`src/rtl/data_memory_arbiter.sv`:
```
// data_memory_arbiter: round-robin two-port sequencer for a single-port data memory.
// Ports: clock/reset (async, active-low); A and B request ports (req/we/addr/wdata in,
// ack/err/rdata out); mem_* strobes, address and write data out, mem_result in;
// busy (not IDLE) and owner (0 = A, 1 = B) status.
module data_memory_arbiter #(
    parameter int DEPTH      = 32,
    parameter int DATA_WIDTH = 32
) (
    input  logic                  clock,
    input  logic                  reset,
    input  logic                  a_req,
    input  logic                  a_we,
    input  logic [31:0]           a_addr,
    input  logic [DATA_WIDTH-1:0] a_wdata,
    output logic                  a_ack,
    output logic                  a_err,
    output logic [DATA_WIDTH-1:0] a_rdata,
    input  logic                  b_req,
    input  logic                  b_we,
    input  logic [31:0]           b_addr,
    input  logic [DATA_WIDTH-1:0] b_wdata,
    output logic                  b_ack,
    output logic                  b_err,
    output logic [DATA_WIDTH-1:0] b_rdata,
    output logic                  mem_write,
    output logic                  mem_read,
    output logic [31:0]           mem_address,
    output logic [DATA_WIDTH-1:0] mem_write_data,
    input  logic [DATA_WIDTH-1:0] mem_result,
    output logic                  busy,
    output logic                  owner
);

    typedef enum logic [1:0] {IDLE, ISSUE, CAPTURE, DONE} state_t;

    localparam logic [31:0] DEPTH_W = 32'(DEPTH);

    state_t                state_q, state_d;
    logic                  we_q, we_d;
    logic                  last_q, last_d;
    logic                  owner_q, owner_d;
    logic                  busy_q, busy_d;
    logic                  a_ack_q, a_ack_d;
    logic                  b_ack_q, b_ack_d;
    logic                  a_err_q, a_err_d;
    logic                  b_err_q, b_err_d;
    logic [DATA_WIDTH-1:0] a_rdata_q, a_rdata_d;
    logic [DATA_WIDTH-1:0] b_rdata_q, b_rdata_d;
    logic                  mem_write_q, mem_write_d;
    logic                  mem_read_q, mem_read_d;
    logic [31:0]           mem_address_q, mem_address_d;
    logic [DATA_WIDTH-1:0] mem_write_data_q, mem_write_data_d;

    logic                  grant_a;
    logic                  grant_b;
    logic                  sel;
    logic                  req_we;
    logic [31:0]           req_addr;
    logic [DATA_WIDTH-1:0] req_wdata;

    // last_q = 1 means B was granted last, so A wins a tie
    assign grant_a   = a_req & (~b_req | last_q);
    assign grant_b   = b_req & (~a_req | ~last_q);
    assign sel       = grant_b;
    assign req_we    = sel ? b_we : a_we;
    assign req_addr  = sel ? b_addr : a_addr;
    assign req_wdata = sel ? b_wdata : a_wdata;

    always_comb begin
        state_d          = state_q;
        we_d             = we_q;
        last_d           = last_q;
        owner_d          = owner_q;
        busy_d           = busy_q;
        a_ack_d          = 1'b0;
        b_ack_d          = 1'b0;
        a_err_d          = 1'b0;
        b_err_d          = 1'b0;
        a_rdata_d        = a_rdata_q;
        b_rdata_d        = b_rdata_q;
        mem_write_d      = 1'b0;
        mem_read_d       = 1'b0;
        mem_address_d    = mem_address_q;
        mem_write_data_d = mem_write_data_q;
        unique case (state_q)
            IDLE: begin
                if (grant_a | grant_b) begin
                    we_d    = req_we;
                    last_d  = sel;
                    owner_d = sel;
                    busy_d  = 1'b1;
                    if (req_addr >= DEPTH_W) begin
                        // reject: straight to DONE, memory bus untouched
                        state_d = DONE;
                        a_ack_d = ~sel;
                        b_ack_d = sel;
                        a_err_d = ~sel;
                        b_err_d = sel;
                    end else begin
                        // the bus registers double as the latched request
                        state_d          = ISSUE;
                        mem_write_d      = req_we;
                        mem_read_d       = ~req_we;
                        mem_address_d    = req_addr;
                        mem_write_data_d = req_wdata;
                    end
                end
            end
            ISSUE: begin
                if (we_q) begin
                    state_d = DONE;
                    a_ack_d = ~owner_q;
                    b_ack_d = owner_q;
                end else begin
                    state_d = CAPTURE;
                end
            end
            CAPTURE: begin
                state_d = DONE;
                a_ack_d = ~owner_q;
                b_ack_d = owner_q;
                if (owner_q) b_rdata_d = mem_result;
                else         a_rdata_d = mem_result;
            end
            DONE: begin
                state_d = IDLE;
                busy_d  = 1'b0;
            end
        endcase
    end

    always_ff @(posedge clock or negedge reset) begin
        if (!reset) begin
            state_q          <= IDLE;
            we_q             <= 1'b0;
            last_q           <= 1'b1;
            owner_q          <= 1'b0;
            busy_q           <= 1'b0;
            a_ack_q          <= 1'b0;
            b_ack_q          <= 1'b0;
            a_err_q          <= 1'b0;
            b_err_q          <= 1'b0;
            a_rdata_q        <= '0;
            b_rdata_q        <= '0;
            mem_write_q      <= 1'b0;
            mem_read_q       <= 1'b0;
            mem_address_q    <= '0;
            mem_write_data_q <= '0;
        end else begin
            state_q          <= state_d;
            we_q             <= we_d;
            last_q           <= last_d;
            owner_q          <= owner_d;
            busy_q           <= busy_d;
            a_ack_q          <= a_ack_d;
            b_ack_q          <= b_ack_d;
            a_err_q          <= a_err_d;
            b_err_q          <= b_err_d;
            a_rdata_q        <= a_rdata_d;
            b_rdata_q        <= b_rdata_d;
            mem_write_q      <= mem_write_d;
            mem_read_q       <= mem_read_d;
            mem_address_q    <= mem_address_d;
            mem_write_data_q <= mem_write_data_d;
        end
    end

    assign a_ack          = a_ack_q;
    assign b_ack          = b_ack_q;
    assign a_err          = a_err_q;
    assign b_err          = b_err_q;
    assign a_rdata        = a_rdata_q;
    assign b_rdata        = b_rdata_q;
    assign mem_write      = mem_write_q;
    assign mem_read       = mem_read_q;
    assign mem_address    = mem_address_q;
    assign mem_write_data = mem_write_data_q;
    assign busy           = busy_q;
    assign owner          = owner_q;

endmodule
```
`config.mk`:
```
export PLATFORM = sky130hd
export DESIGN_NAME = data_memory_arbiter
export DESIGN_NICKNAME = d
export VERILOG_FILES = /design/src/rtl/data_memory_arbiter.sv
export SDC_FILE = /design/constraint.sdc
export NUM_CORES = 1
export LEC_CHECK = 0
export CAP_MARGIN = 25
export CORE_MARGIN = 4
export CORE_UTILIZATION = 36
export DETAILED_ROUTE_END_ITERATION = 7
export GPL_TIMING_DRIVEN = 0
export PLACE_DENSITY = 0.87
export SLEW_MARGIN = 10
export SYNTH_ARGS = -nofsm -noshare
export SYNTH_HDL_FRONTEND = slang
export SYNTH_SLANG_ARGS = --single-unit
```
`constraint.sdc`:
```
create_clock -name clock -period 2 [get_ports clock]
set_input_delay 0.4 -clock clock [delete_from_list [all_inputs] [get_ports clock]]
set_output_delay 0.4 -clock clock [all_outputs]
set_load 0.01 [all_outputs]
```
==> impl_metrics.yaml, run 1 <==
sta:
  period_share_pct: 109
  rsz0062_at_grt: "true"
  relSlewSlack_pct: 59.9
  hold_violations: 0
  finalMaxSlewViolations: 0
  fmax_mhz: 457
  worstMarginPinSlew_ns: 0.602
  worst_slack_ns: -0.188
  min_period_ns: 2.19
  fin_skew_ns: 0.00744
  holdWs_ns: 0.367
  setup_violations: 64
placed_design:
  dp.cells: 907
  port_buffers: 301
  dp_hpwl_um: 13800
  globalplace.congestion: 0.903
clock_network:
  cts_tree: "built"
  cts.sinks: 140
  clk_pin_slew_ns: 0.06
  cts-root-buf: "clkbuf_16"
  cts_buffers: 17
  cts_buffer_depth: 2
  insertion_delay_ns: 0.40
  h-tree-depth: 4
layout:
  multiInputGateArea_um2: 2390
  layout_commonest_cell: "clkdlybuf4s50_1"
  diodes: 0
  area_delta_synth_final_pct: 75.3
  seqCellArea_um2: 3500
  drive_gt1_share_pct: 33.2
  final_cell_mix: "298 x clkdlybuf4s50_1, 139 x dfrtp_1, 105 x mux2_2, 33 x mux2_4, 28 x and2_4"
  nets: 901
  n_fill_cell: 1201
  stdcell_count: 960
floorplanning:
  num_io_pins: 302
  start_util_pct: 36.8
  coreArea_um2: 15900
  die_w_um: 135
  die-area_um2: 18300
  rows: 46
  die-height_um: 135
yosys:
  synth_top_area_cell: "dfrtp_1"
  synth_edf_count: 0
  async_flop_share_pct: 100
  synth_nets: 559
  yosysTopAreaCellShare_pct: 59.5
  syn_area_um2: 5850
  synthDistinctLibCells: 31
  synth_area_per_cell_um2: 15.0
  synth_cells: 389
  ys_ff_latch: 140
  synthTopCellsByArea: "dfrtp_1 60%, mux2_2 20%, mux2_4 7.7%"
  synth_ff_type: "dfrtp_1"
  seq_area_frac_synth_pct: 60.0
  yosys_warnings: 0
worst_setup_path:
  cp.required_ns: 2.29
  cp_max_fo: 6
  cp.arrival_ns: 2.48
  critPathKind: "input pin to flip-flop"
  crit_path_end_kind: "flip-flop"
  start_kind: "input pin"
detailed_routing:
  vias: 4553
  drt_iter0_drc: 155
  antenna_left: 0
  firstDrtPassIters: 4
  drc: 0
  vias_per_cell: 4.74
  wl_um: 18400
  route.detailed.wl_per_inst_um: 19.1
pwr:
  ir_drop_mv: 0.621
  p_seq_share_pct: 35.6
  netSwitchingPower_w: 0.00321
  p_leak_nw: 4.51
  p_sw_share_pct: 28.3
  p_comb_share_pct: 36.3
  pwr-share-clk_pct: 28.2
  p_int_w: 0.00816
  power.density_nw_per_um2: 1110
hold_path:
  hold_class: "input pin to flip-flop"
global_routing:
  grt_pass1_wl_um: 28700
  grt_pass1_vias: 5249
  gr-total-overflow: 0
  antenna_found_initial: 0
  track_usage_pct: 20.2
  grt_max_degree: 76
run:
  cap_violations: 0
run_status:
  violations: "negative setup slack"
  status: "complete, but fails checks"
[power groups by stage]
stage,combinational (W),clock [W],sequential [W]
floorplan,0.00146,0,0.00436
global placement,0.00388,0,0.00403
detailed placement,0.00404,0,0.00409
CTS,0.00414,0.00327,0.00405
global route,0.00443,0.00343,0.00414
finish,0.00412,0.00321,0.00405
[critical path, cell delays in order]
cell and delay [ns]:
clkdlybuf4s50_1 0.48, nor4_2 0.36, nand4_1 0.20, mux2i_4 0.28, nand3_4 0.23, clkbuf_16 0.23, mux2_4 0.29
[area by class of cell]
class                           instances  area share, %
Timing Repair Buffer                  323           32.1
Tap cell                              216           2.64
Multi-Input combinational cell        228           23.3
Clock buffer                           19           4.32
Clock inverter                         13           1.60
Buffer                                 17           1.65
Sequential cell                       140           34.2
Inverter                                4          0.147
[path summary, 6_finish.rpt]
path	start	end	slack [ns]	cells past startpoint
worst max-delay path	b_addr[22]	mem_write_data[15]	-0.19	7
worst min-delay path	b_req	last_q	0.37	3
worst max register to register	last_q	mem_write_data[15]	-0.16	6
worst min register to register	mem_address[23]	mem_address[23]	0.50	1
max in group asynchronous	reset	last_q	0.65	3
min in group asynchronous	reset	mem_write_data[0]	0.54	2
[per-layer routing]
metal	track usage [%]	part of all wire (%)	vias up
met5	0	0	-
met3	8.17	9.5	31
met4	6.44	2.1	0
li1	-	-	2060
met2	35.6	52	224
met1	22.3	36	2238
[cell families (layout without fill, tap and decap cells)]
logic type,after synthesis,count (layout),share of synthesized area (%)
flops,140,140,60.0
buf+inv,22,376,1.95
simple gates,70,71,6.91
compound gates,13,13,1.48
mux,140,140,28.9
fa+ha+maj,4,4,0.856
[sequential cells by signal, summed over array words and instances (netlist names)]
| name | flops |
|---|---|
| b_rdata | 32 |
| we_q | 1 |
| mem_address | 32 |
| a_err | 1 |
| a_ack | 1 |
| mem_write | 1 |
| mem_write_data | 32 |
| b_err | 1 |
| owner | 1 |
| mem_read | 1 |
| state_q | 2 |
| last_q | 1 |
| b_ack | 1 |
| busy | 1 |
| a_rdata | 32 |
[stage by stage]
step	TNS (ns)	worst slack [ns]	util (%)	cell area [um^2]	power (W)
final	-9.24	-0.188	64.5	10200	0.0114
after global routing	-10.04	-0.198	64.5	10200	0.0120
after CTS	-8.74	-0.190	63.6	10100	0.0115
after detailed placement	-58.08	-0.987	57.6	9160	0.00814
after global placement	-702.43	-4.65	57.5	9130	0.00791
after floorplan	0	0.0267	-	5850	0.00583
[synth_stat cells, drive strengths merged, types with 2 or more instances]
| library cell | instances |
|---|---|
| a21oi | 3 |
| nor2 | 7 |
| dfrtp | 139 |
| inv | 4 |
| nor4 | 12 |
| nand4 | 3 |
| ha | 4 |
| buf | 11 |
| nand2 | 9 |
| mux2 | 138 |
| nand3 | 5 |
| and2 | 28 |
| o21ai | 5 |
| mux2i | 2 |
| clkbuf | 7 |
| o31ai | 2 |
| nor2b | 2 |
[what timing repair did]
action / 4_1_cts / 5_1_grt
pin swaps: 29 / 6
buffers inserted: 10 / 7
cloned: 3 / 1
setup endpoints to repair: 99 / 125
gates resized for setup: 61 / 24
hold buffers: 1 / 0
hold endpoints to repair: 1 / 0
Power figures use the tool's default switching activity.
==> inputs of run 2 (changes only) <==
--- a/config.mk
+++ b/config.mk
@@ -8,6 +8,7 @@
 export CAP_MARGIN = 25
 export CORE_MARGIN = 4
 export CORE_UTILIZATION = 36
+export CTS_CLUSTER_DIAMETER = 200
 export DETAILED_ROUTE_END_ITERATION = 7
 export GPL_TIMING_DRIVEN = 0
 export PLACE_DENSITY = 0.87
==> results of run 2 <==
Same layout as run 1: the final DEF is identical, and so are final timing and power.
==> variant 1: new RTL, settings of run 2 <==
The output `b_err` loses its register stage (`b_err_q` becomes a continuous assignment).
--- a/src/rtl/data_memory_arbiter.sv
+++ b/src/rtl/data_memory_arbiter.sv
@@ -139,7 +139,6 @@
             a_ack_q          <= 1'b0;
             b_ack_q          <= 1'b0;
             a_err_q          <= 1'b0;
-            b_err_q          <= 1'b0;
             a_rdata_q        <= '0;
             b_rdata_q        <= '0;
             mem_write_q      <= 1'b0;
@@ -155,7 +154,6 @@
             a_ack_q          <= a_ack_d;
             b_ack_q          <= b_ack_d;
             a_err_q          <= a_err_d;
-            b_err_q          <= b_err_d;
             a_rdata_q        <= a_rdata_d;
             b_rdata_q        <= b_rdata_d;
             mem_write_q      <= mem_write_d;
@@ -164,6 +162,8 @@
             mem_write_data_q <= mem_write_data_d;
         end
     end
+
+    assign b_err_q = b_err_d;
 
     assign a_ack          = a_ack_q;
     assign b_ack          = b_ack_q;
Function: changed (Yosys sat finds a counterexample within 4 cycles, from zero or initial values and one cycle with reset low).
==> variant 1 against run 2 <==
  * Total power fell by 1.2%
  * Wire length up 2.7%
  * Global-route usage rose by 0.65 points
  * The flow still finishes with violations (negative setup slack)
  * Critical endpoint is now b_err
  * Sequential cell count shrank 1
  * Design area rose by 0.63%
  * Worst setup slack lost 0.22 ns
  * Synthesized area shrank 0.43%
  * Clock power decreased by 2%
  * Non-clock buffer count rose by 1
  * Sequential share of layout area shrank 0.46 points
==> variant 1: results (changes against run 2) <==
stage	metric	value	unit	change
run_status	status	finished, violations left		
run_status	failing checks	negative setup slack		
timing	Worst Tran Pin Value	0.626	ns	+0.0245 ns
placement	GPL Wtd Cong	0.914		+1.1%
detailed_routing	initial detailed-routing violation count	69		-55%
detailed_routing	M1 WL	6.87	mm	+2.5%
global_routing	global-route wire length before repair	29.0	mm	+0.96%
timing	final setup violation count	65		+1.6%
logic_synthesis	main area contributors after synthesis	dfrtp_1 59%, mux2_2 20%, mux2_4 7.7%		
placement	pre-CTS setup slack	-1.18	ns	-0.193 ns
final_layout	ratio of cells with drive above 1 in the final layout	33.4	%	+0.18 points
worst_setup_path	crit path DAT	2.01	ns	-0.47 ns
detailed_routing	drt pass-1 iters	4		unchanged
timing	Clock Skews	0.0105	ns	+0.00310 ns
detailed_routing	max layer used	met4		
final_layout	fin cells	959		-0.10%
cts	clock transition at the registers of the reported paths	0.06	ns	about the same
final_layout	Final #Nets	900		-0.11%
logic_synthesis	synthesized netlist cell count	388		-0.26%
final_layout	Filler Cell Count	1117		-7.0%
placement	Inst Count DP	906		-0.11%
pwr	leakage power	0.00453	uW	+0.50%
logic_synthesis	syn_nets	558		-0.18%
placement	PortBufs	301		unchanged
placement	post-DP HPWL	14.2	mm	+2.3%
detailed_routing	wire length per cell	19.7	um	+2.8%
detailed_routing	metal2 WL	9.87	mm	+3.6%
worst_setup_path	Critical Path Fanout Max	4		-2
global_routing	gr usage total	20.9	%	+0.65 points
cts	TritonCTS buffer count	17		unchanged
detailed_routing	Post-DRT Antenna Nets	0		unchanged
min_path	worst min-delay path class	reg2reg		
global_routing	largest net degree at the start of global routing	75		-1.3%
logic_synthesis	Synth cell types	31		unchanged
pwr	peak supply drop	0.552	mV	-11%
detailed_routing	Via Count	4545		-0.18%
logic_synthesis	Synth top cells by count	138 x dfrtp_1, 105 x mux2_2, 30 x mux2_4		
logic_synthesis	register area share after synthesis	59.8	%	-0.17 points
detailed_routing	met3 routed WL	1.55	mm	-11%
cts	Skew-Pair Late Insertion Delay	0.42	ns	+0.02 ns
cts	clock tree buffer depth	2		unchanged
final_layout	number of diodes	0		unchanged
global_routing	via count of the first global-routing pass	5236		-0.25%
timing	post-route setup slack	-0.409	ns	-0.221 ns
timing	TNS Setup	-20.20	ns	-10.96 ns
[variant 1: cell types whose count changed after synthesis]
cell,change
dfrtp_1,-1
[variant 1: cells by family after synthesis]
group                    share of synthesized area (%)
flip-flops                                        59.8
AND/OR/NAND/NOR                                   6.94
multiplexers                                      29.0
buffers and inverters                             1.96
adder cells (fa/ha/maj)                          0.860
AO/OA/AOI/OAI                                     1.48
[variant 1: path summary, 6_finish.rpt]
check	depth (start not counted)	to	startpoint	slack, ns
worst min-delay path	1	mem_address[15]	mem_address[15]	0.49
worst max-delay path	7	b_err	b_req	-0.41
min in group asynchronous	2	a_rdata[23]	reset	0.56
worst min register to register	1	mem_address[15]	mem_address[15]	0.49
max in group asynchronous	3	mem_write_data[6]	reset	0.66
worst max register to register	10	mem_write_data[11]	last_q	-0.37
[variant 1: area by class of cell]
class                   count  area, sq um  area share, %
repair buffers            325         3410           33.0
flip-flops and latches    139         3480           33.7
clock buffers              18          429           4.16
inverters                   4         15.0          0.146
multi-input cells         227         2390           23.2
plain buffers              16          160           1.55
clock inverters            14          161           1.57
well taps                 216          270           2.62
[variant 1: worst max-delay path, stage by stage]
cell	delay, ns
clkdlybuf4s50_1	0.47
a21boi_4	0.19
or4_4	0.44
o21ai_4	0.16
and2_4	0.17
nor2_2	0.04
buf_2	0.13
[variant 1: timing repair]
action                                 in CTS  in global routing
cloned                                      6                  0
pin swaps                                  23                  3
gates resized for setup                    73                 16
buffers inserted                           15                  2
setup endpoints to repair                  98                125
hold buffers                                1                  0
endpoints found under the hold margin      26                  0
[variant 1: through the flow]
step	utilization, %	instance area [sq um]
6_report	64.9	10300
5_1_grt	64.9	10300
4_1_cts	64.4	10200
3_5_place_dp	57.5	9130
3_3_place_gp	57.3	9100
2_1_floorplan	-	5820
[variant 1: power breakdown]
| group | internal [uW] | total, uW | switching (uW) |
|---|---|---|---|
| clock network | 1860 | 3130 | 1270 |
| logic | 2520 | 4070 | 1550 |
| registers | 3590 | 4040 | 456 |
| total | 7970 | 11200 | 3280 |
[variant 1: metal layers]
metal / track usage [%] / vias to the layer above
li1: - / 2060
met5: 0 / -
met1: 22.6 / 2208
met4: 8.40 / 0
met3: 7.02 / 42
met2: 37.4 / 235
==> variant 2: new RTL, flow settings as in run 2 <==
Without the edit above. `DATA_WIDTH`: 32 -> 48.
--- a/src/rtl/data_memory_arbiter.sv
+++ b/src/rtl/data_memory_arbiter.sv
@@ -4,7 +4,7 @@
 // busy (not IDLE) and owner (0 = A, 1 = B) status.
 module data_memory_arbiter #(
     parameter int DEPTH      = 32,
-    parameter int DATA_WIDTH = 32
+    parameter int DATA_WIDTH = 48
 ) (
     input  logic                  clock,
     input  logic                  reset,
Interface: changed (6 resized); port bits go from 302 to 398. No check against the original RTL was run, so the function may have changed too.
==> variant 2 against run 2 <==
  * Design area grew 28%
  * Combinational power grew 41%
  * Wire length grew 32%
  * Synthesized cell count grew 31%
  * Worst setup slack gained 0.071 ns
  * Die area grew 33%
  * Via count grew 26%
  * Synthesized area grew 35%
  * Worst hold slack gained 0.12 ns
  * Fmax grew 3.4%
  * Highest routed layer unchanged
  * Critical path type unchanged
  * The run still ends with negative setup slack left
  * Total power grew 30%
  * Sequential cell count grew 48
  * Sequential power grew 36%
==> variant 2: results (changes against run 2) <==
stage	metric	value	unit	change
cts	Skew-Pair Late Insertion Delay	0.42	ns	+0.02 ns
cts	CTS root buf	clkbuf_16		
pwr	peak supply drop	0.510	mV	-18%
placement	PortBufs	397		+32%
timing	final setup violation count	73		+14%
cts	Setup Buffers After CTS	3		-7
worst_setup_path	Critical Path Fanout Max	10		+4
logic_synthesis	adder-cell share of the synthesized area	0.633	%	-0.22 points
final_layout	Filler Cell Count	1597		+33%
timing	relative slew slack	55.8	%	-4.1 points
global_routing	met2 usage	35.6	%	about the same
global_routing	global-route wire length before repair	36.3	mm	+26%
placement	area post-placement	12300	sq um	+34%
detailed_routing	met3 routed WL	1.96	mm	+12%
cts	post_cts resized	36		-41%
final_layout	num sequential	188		+34%
global_routing	largest net degree at the start of global routing	108		+42%
placement	GPL Wtd Cong	0.838		-7.2%
worst_setup_path	Slowest-stage cell, CP	clkdlybuf4s50_1		
min_path	worst min-delay path class	reg2reg		
final_layout	multi-input combinational area share	23.5	%	+0.20 points
logic_synthesis	proportion of synthesized area in mux cells	31.6	%	+2.7 points
logic_synthesis	Synth top cells by count	187 x dfrtp_1, 149 x mux2_2, 53 x mux2_4		
timing	Clock Skews	0.00925	ns	+0.00181 ns
logic_synthesis	Mapped Avg Cell Area	15.6	sq um	+3.5%
logic_synthesis	register area share after synthesis	59.6	%	-0.40 points
logic_synthesis	syn_nets	726		+30%
final_layout	clock buffers	18		-1
worst_setup_path	CP top delay family	buffers and inverters		
final_layout	area of the multi-input gates	3090	sq um	+29%
detailed_routing	M1 WL	9.32	mm	+39%
detailed_routing	routed wire length	24.2	mm	+32%
run_status	status	finished, violations left		
logic_synthesis	Compound-Gate Fraction of Synth Area	1.09	%	-0.38 points
final_layout	Final #Nets	1152		+28%
global_routing	GRT met1 Usage	22.2	%	-0.14 points
pwr	leakage power	0.00576	uW	+28%
global_routing	met3 usage in global routing	5.55	%	-2.6 points
cts	clock transition at the registers of the reported paths	0.08	ns	+0.02 ns
worst_setup_path	crit path DAT	2.43	ns	-0.05 ns
final_layout	Clock buf/inv share	4.59	%	-1.3 points
global_routing	gr usage total	19.3	%	-0.96 points
detailed_routing	initial detailed-routing violation count	162		+4.5%
placement	pre-CTS setup slack	-1.04	ns	-0.0497 ns
final_layout	number of diodes	0		unchanged
placement	post-DP HPWL	18.9	mm	+37%
final_layout	ratio of cells with drive above 1 in the final layout	29.8	%	-3.4 points
run_status	failing checks	negative setup slack		
timing	TNS Setup	-6.79	ns	+2.46 ns
logic_synthesis	Synth cell types	30		-3.2%
die	tap cells	275		+27%
final_layout	comb_multi_in	291		+28%
logic_synthesis	main area contributors after synthesis	dfrtp_1 59%, mux2_2 21%, mux2_4 10%		
timing	post-route setup slack	-0.117	ns	+0.0710 ns
final_layout	sequential standard cell area	4710	sq um	+34%
final_layout	Signal buf overhead	33.3	%	-0.43 points
detailed_routing	metal2 WL	12.6	mm	+32%
## variant 2: cell types whose count changed after synthesis
cell,change
mux2_1,-3
dfrtp_1,+48
mux2_2,+44
buf_6,+2
mux2_4,+23
buf_2,+5
## variant 2: final timing paths
path | to | cells past startpoint | startpoint | slack, ns
worst min register to register | mem_address[6] | 1 | mem_address[6] | 0.48
min in group asynchronous | mem_write_data[5] | 2 | reset | 0.57
worst max register to register | mem_write_data[27] | 7 | last_q | -0.11
worst min-delay path | mem_address[6] | 1 | mem_address[6] | 0.48
worst max-delay path | mem_write_data[27] | 8 | b_req | -0.12
max in group asynchronous | a_rdata[27] | 3 | reset | 0.47
## variant 2: report_power, final
group	leakage, uW	internal [uW]	switching (uW)	total [uW]
Clock	0.000294	1800	1640	3440
Combinational	0.00307	3630	2190	5820
Sequential	0.00240	4910	593	5500
